<file path="src/rtl/fetch_queue_pkg.sv">
// Shared types and constants for the fetch queue.
// The bundle width and PC width follow the INST_ADDR_WIDTH / FETCH_WIDTH macros
// when the surrounding build provides them; otherwise local defaults are used.
`ifndef INST_ADDR_WIDTH
`define INST_ADDR_WIDTH 32
`endif
`ifndef FETCH_WIDTH
`define FETCH_WIDTH 1
`endif

package fetch_pkg;

  localparam int FQ_DEPTH   = 4;
  localparam int FQ_ADDR_W  = `INST_ADDR_WIDTH;
  localparam int FQ_FW      = `FETCH_WIDTH;
  localparam int FQ_INSTR_W = 32;
  localparam int FQ_CNT_W   = $clog2(FQ_DEPTH + 1);

  // One fetch bundle: FW instructions plus the PC of instruction 0.
  typedef struct packed {
    logic [FQ_FW-1:0][FQ_INSTR_W-1:0] instr;
    logic [FQ_ADDR_W-1:0]             pc;
  } fetch_bundle_t;

endpackage

</file>
<file path="src/rtl/fetch_queue_ptr_ctrl.sv">
// Pointer / occupancy control for the fetch queue.
// Owns read and write pointers, the occupancy count, full/empty decode and the
// qualification of push and pop. Flush outranks everything; reset clears all.
module fq_ptr_ctrl
  import fetch_pkg::*;
#(
  parameter  int DEPTH = FQ_DEPTH,
  localparam int PTR_W = (DEPTH > 1) ? $clog2(DEPTH) : 1,
  localparam int CNT_W = $clog2(DEPTH + 1)
) (
  input  logic             clk,
  input  logic             reset,
  input  logic             flush,
  input  logic             enq_valid,
  input  logic             deq_ready,
  input  logic             bypass,
  output logic [PTR_W-1:0] rd_ptr,
  output logic [PTR_W-1:0] wr_ptr,
  output logic [CNT_W-1:0] count,
  output logic             full,
  output logic             empty,
  output logic             push,
  output logic             pop
);

  logic [PTR_W-1:0] rd_ptr_q, rd_ptr_d;
  logic [PTR_W-1:0] wr_ptr_q, wr_ptr_d;
  logic [CNT_W-1:0] count_q, count_d;

  // Advance a pointer by one entry, wrapping from DEPTH-1 back to 0.
  function automatic logic [PTR_W-1:0] ptr_inc(input logic [PTR_W-1:0] p);
    if (p == PTR_W'(DEPTH - 1)) begin
      return '0;
    end
    return p + 1'b1;
  endfunction

  // Status decode from registered count plus handshake qualification.
  always_comb begin
    full  = (count_q == CNT_W'(DEPTH));
    empty = (count_q == '0);
    push  = enq_valid & ~full & ~bypass & ~flush;
    pop   = ~empty & deq_ready & ~flush;
  end

  // Next-state for pointers and occupancy; flush returns everything to zero.
  always_comb begin
    rd_ptr_d = rd_ptr_q;
    wr_ptr_d = wr_ptr_q;
    count_d  = count_q;
    if (flush) begin
      rd_ptr_d = '0;
      wr_ptr_d = '0;
      count_d  = '0;
    end else begin
      if (push) begin
        wr_ptr_d = ptr_inc(wr_ptr_q);
      end
      if (pop) begin
        rd_ptr_d = ptr_inc(rd_ptr_q);
      end
      case ({push, pop})
        2'b10:   count_d = count_q + 1'b1;
        2'b01:   count_d = count_q - 1'b1;
        default: count_d = count_q;
      endcase
    end
  end

  // Register pointers and count with synchronous reset.
  always_ff @(posedge clk) begin
    if (reset) begin
      rd_ptr_q <= '0;
      wr_ptr_q <= '0;
      count_q  <= '0;
    end else begin
      rd_ptr_q <= rd_ptr_d;
      wr_ptr_q <= wr_ptr_d;
      count_q  <= count_d;
    end
  end

  assign rd_ptr = rd_ptr_q;
  assign wr_ptr = wr_ptr_q;
  assign count  = count_q;

endmodule

</file>
<file path="src/rtl/fetch_queue.sv">
// Fetch queue: bundle buffer between the IFU and decode.
// Holds up to DEPTH fetch bundles in a circular buffer, stalls the IFU when full
// and drops everything on flush.
// Build options:
//   FETCH_Q_BYPASS_EN  - an empty queue hands a bundle straight to decode in the
//                        same cycle when decode is ready (the bundle is not stored).
//   FETCH_Q_DROP_CHECK - simulation-only $error when the IFU presents a bundle
//                        while the queue is full (the bundle is dropped).
module fetch_queue
  import fetch_pkg::*;
#(
  parameter  int DEPTH  = FQ_DEPTH,
  parameter  int ADDR_W = FQ_ADDR_W,
  parameter  int FW     = FQ_FW,
  localparam int CNT_W  = $clog2(DEPTH + 1),
  localparam int PTR_W  = (DEPTH > 1) ? $clog2(DEPTH) : 1
) (
  input  logic                  clk,
  input  logic                  reset,
  input  logic                  enq_valid,
  input  logic [FW-1:0][31:0]   enq_instr,
  input  logic [ADDR_W-1:0]     enq_pc,
  output logic                  stall,
  input  logic                  flush,
  output logic                  deq_valid,
  input  logic                  deq_ready,
  output logic [FW-1:0][31:0]   deq_instr,
  output logic [ADDR_W-1:0]     deq_pc,
  output logic [CNT_W-1:0]      count
);

  logic [PTR_W-1:0] rd_ptr;
  logic [PTR_W-1:0] wr_ptr;
  logic             full;
  logic             empty;
  logic             push;
  logic             pop;
  logic             bypass;

  fetch_bundle_t    mem_q [DEPTH];
  fetch_bundle_t    mem_d [DEPTH];
  fetch_bundle_t    wr_bundle;
  fetch_bundle_t    head;

`ifdef FETCH_Q_BYPASS_EN
  assign bypass = empty & enq_valid & deq_ready & ~flush;
`else
  assign bypass = 1'b0;
`endif

  fq_ptr_ctrl #(
    .DEPTH (DEPTH)
  ) u_ptr_ctrl (
    .clk       (clk),
    .reset     (reset),
    .flush     (flush),
    .enq_valid (enq_valid),
    .deq_ready (deq_ready),
    .bypass    (bypass),
    .rd_ptr    (rd_ptr),
    .wr_ptr    (wr_ptr),
    .count     (count),
    .full      (full),
    .empty     (empty),
    .push      (push),
    .pop       (pop)
  );

  // Storage next-state: write the incoming bundle at the tail on an accepted push.
  always_comb begin
    wr_bundle.instr = enq_instr;
    wr_bundle.pc    = enq_pc;
    mem_d = mem_q;
    if (push) begin
      mem_d[wr_ptr] = wr_bundle;
    end
  end

  // Bundle storage; contents are don't-care while unoccupied, so no reset needed.
  always_ff @(posedge clk) begin
    mem_q <= mem_d;
  end

  // Head output mux, zeroed when nothing is presented to decode.
  always_comb begin
    head      = mem_q[rd_ptr];
    deq_valid = ~empty;
    deq_instr = '0;
    deq_pc    = '0;
    if (!empty) begin
      deq_instr = head.instr;
      deq_pc    = head.pc;
    end
`ifdef FETCH_Q_BYPASS_EN
    else if (bypass) begin
      deq_valid = 1'b1;
      deq_instr = enq_instr;
      deq_pc    = enq_pc;
    end
`endif
  end

  assign stall = full;

`ifdef FETCH_Q_DROP_CHECK
  // Flag bundles the IFU sends while the queue is already full.
  always_ff @(posedge clk) begin
    if (!reset && !flush && enq_valid && full) begin
      $error("fetch_queue: bundle pc=%0h dropped while full", enq_pc);
    end
  end
`endif

  // Pop is consumed inside the pointer controller; keep it visible for debug.
  logic unused_pop;
  assign unused_pop = pop;

endmodule
</file>
<file path="config.mk">
export PLATFORM = sky130hd
export DESIGN_NAME = fetch_queue
export DESIGN_NICKNAME = d
export VERILOG_FILES = /design/src/rtl/fetch_queue_pkg.sv /design/src/rtl/fetch_queue_ptr_ctrl.sv /design/src/rtl/fetch_queue.sv
export SDC_FILE = /design/constraint.sdc
export NUM_CORES = 1
export LEC_CHECK = 0
export ABC_CLOCK_PERIOD_IN_PS = 3800
export CAP_MARGIN = 10
export CORE_MARGIN = 3
export CORE_UTILIZATION = 45
export CTS_BUF_LIST = sky130_fd_sc_hd__clkbuf_8
export CTS_CLUSTER_SIZE = 16
export DETAILED_ROUTE_END_ITERATION = 10
export GPL_TIMING_DRIVEN = 1
export PLACE_DENSITY_LB_ADDON = 0.12
export SETUP_SLACK_MARGIN = 0.5
export SYNTH_ARGS = -nofsm -noshare
export SYNTH_HDL_FRONTEND = slang
export SYNTH_SLANG_ARGS = --single-unit
</file>
<file path="constraint.sdc">
create_clock -name clk -period 3.8 [get_ports clk]
set_clock_uncertainty 0.05 [all_clocks]
set_input_delay 0.38 -clock clk [delete_from_list [all_inputs] [get_ports clk]]
set_output_delay 0.38 -clock clk [all_outputs]
set_load 0.005 [all_outputs]
</file>
==> flow_summary.yaml <==
grt:
  grt-ovfl-total: 0
  grt_pass1_vias: 5656
  grt_pass1_wl_mm: 30.9
  grt_antenna_before_repair: 2
  grt_max_degree: 67
  track_usage: 0.166
route:
  wirelength_mm: 19.6
  first_pass_iters: 4
  post_drt_via_cell_ratio: 5.32
  wl_per_cell_um: 21.0
  drc: 0
  vias: 4970
  drt_iter0_markers: 252
  ant_nets: 0
yosys:
  yosysSeqAreaShare: 0.774
  synth_edf_count: 256
  synthesis.nets: 536
  synth_top_area_cell: "edfxtp_1"
  yosysWarnings: 0
  syn_area_um2: 10100
  netlist_top_cells_area: "edfxtp_1 76%, mux4_2 14%, and2_1 4.0%"
  async_reset_ff_frac: 0
  postSynthAreaPerCell_um2: 22.0
  synth-seq-cells: 263
  post-synth-top-count-cell: "edfxtp_1"
  synthTopCellsByCount: "256 x edfxtp_1, 64 x and2_1, 64 x mux4_2, 10 x clkbuf_1, 8 x buf_2"
  ys.flop_type: "edfxtp_1"
  synth_top_area_share: 0.760
  ys_types: 24
  netlist_instances: 460
placement:
  place_inst: 861
  port_buffers: 137
  gp_congestion: 0.717
  dpl.hpwl_mm: 11.3
clocking:
  htreeDepth: 2
  ctsLongestPathBuffers: 3
  cts_root_buffer: "clkbuf_8"
  cts_hold_buf: 0
  post_cts_resized: 1
  cts_tree: "built"
  post_cts_buffers: 0
  cts.sinks: 263
  cts_buffers: 43
  path_clk_slew_ns: 0.06
  insertion_delay_ns: 0.54
cells_and_area:
  postLayoutCoreUtil: 0.574
  layout-drive-gt1-share: 0.194
  syn2layout_area_growth_pct: 24.6
  fin_cells: 935
  nets: 702
  num-fill-cells: 1676
critical_path:
  crit_fanout: 66
  crit_path_cell_trace: "mux4_2 > and2_1 > clkdlybuf4s50_1"
  worstPathArrival_ns: 2.67
  crit_family: "flip-flops"
  critical_path_class: "register to primary output"
  cp-start-kind: "register"
  reg2reg_from: "u_ptr_ctrl.count[2]"
  crit_required_ns: 3.37
  crit_buf_inv: 1
  endpoint_kind: "primary output"
  critical_path_depth: 3
  slowest_stage: "dfxtp_4"
  r2r_end: "u_ptr_ctrl.count[2]"
  cpPeakStageDelay_ns: 1.00
  ff2ff_setup_slack_ns: 1.25
  reg2reg_depth: 9
run_status:
  outcome: "complete, no violations"
hold_path:
  hold_path_startpoint: "enq_instr[21]"
  hold_depth: 1
  hold_end: "mem_q[245]"
  hp-class: "primary input to register"
die:
  ios: 138
  initial_core_util: 0.460
  core_um2: 22000
  num_rows: 54
  die_y_um: 156
  die_w_um: 156
  die-area_um2: 24300
timing:
  rsz0062_at_grt: "false"
  fin_crit_sh: 0.816
  slew_viol_final: 0
  final.setup.tns_ns: 0
  setup_violations: 0
  finalHoldViolations: 0
  worstMarginPinSlew_ns: 1.03
  period_minus_slack_ns: 3.10
  slew_headroom: 0.315
  fmax_ghz: 0.323
power:
  ir_worst_vdd_v: 0.000259
  powerDensity_nw_per_um2: 449
  p_leak_nw: 4.04
run:
  maxCapViolCount: 0
[worst max-delay path by stage]
stage                              start          to  slack, ns
floorplan            u_ptr_ctrl.count[0]    mem_q[0]       1.01
global placement     u_ptr_ctrl.count[0]  deq_pc[17]       1.14
detailed placement                 flush   mem_q[91]       1.07
CTS                 u_ptr_ctrl.rd_ptr[1]  deq_pc[31]       0.61
global route        u_ptr_ctrl.rd_ptr[0]   deq_pc[4]       0.53
finish              u_ptr_ctrl.rd_ptr[1]  deq_pc[31]       0.70
[report_power, final]
part           internal, W  leakage, nW  switching [W]  total (W)
Clock              0.00113        0.459        0.00102    0.00215
Combinational     0.000154         1.19       0.000113   0.000267
Sequential         0.00323         2.38      0.0000115    0.00324
Total              0.00451         4.04        0.00114    0.00566
[cells in the final DEF (no fill, tap or decap), types with 5 or more instances in the layout]
cell type,synthesis,layout
edfxtp_1,256,256
clkdlybuf4s50_1,0,137
mux4_2,64,64
and2_1,64,64
clkbuf_8,0,44
inv_1,7,29
nor2_1,6,6
ha_1,6,6
buf_12,0,5
dfxtp_1,7,5
[metal layers]
layer / part of all wire / vias to the layer above / global-route usage
met2: 0.50 / 144 / 0.273
met4: 0.021 / 4 / 0.0547
met3: 0.059 / 43 / 0.0411
met5: 0.0013 / - / 0
met1: 0.42 / 2575 / 0.221
li1: - / 2204 / -
[worst register-to-register path: stages, from the launching register on]
cell	delay [ns]
dfxtp_1	0.42
or3b_1	0.52
and2_4	0.21
inv_1	0.05
ha_1	0.18
inv_1	0.06
fa_1	0.38
xor2_1	0.16
or3_1	0.31
a21oi_1	0.15
[stage by stage]
stage	hold WS, ns	worst slack (ns)	total power (W)	instance area, µm²
3_5_place_dp	0.514	1.07	0.00357	11800
2_1_floorplan	0.429	1.01	0.00339	10100
6_report	0.424	0.701	0.00566	12600
4_1_cts	0.398	0.612	0.00573	12600
3_3_place_gp	0.450	1.14	0.00356	11800
5_1_grt	0.403	0.525	0.00589	12600
[sequential cells by signal (all words and copies together) (netlist names)]
| signal | cells |
|---|---|
| mem_q | 256 |
| u_ptr_ctrl.count | 3 |
| u_ptr_ctrl.rd_ptr | 2 |
| u_ptr_ctrl.wr_ptr | 2 |
[cell type report]
class	count	area (µm²)	area share
multi-input cells	167	2150	0.171
clock buffers	44	606	0.0481
clock inverters	29	144	0.0114
well taps	280	350	0.0278
inverters	7	26.3	0.00209
diodes	1	2.50	0.000199
flip-flops and latches	263	7840	0.622
repair buffers	144	1490	0.118
[cell families (layout without fill, tap and decap cells)]
group           after synthesis  count (layout)  share of synthesized area
buf+inv                      30             224                     0.0158
compound gates                8               8                    0.00470
fa+ha+maj                     7               7                    0.00940
xor+xnor                      2               2                    0.00173
other cells                   0               1                          0
mux                          64              64                      0.143
simple gates                 86              86                     0.0516
flops                       263             263                      0.774
(Power assumes the default switching activity.)
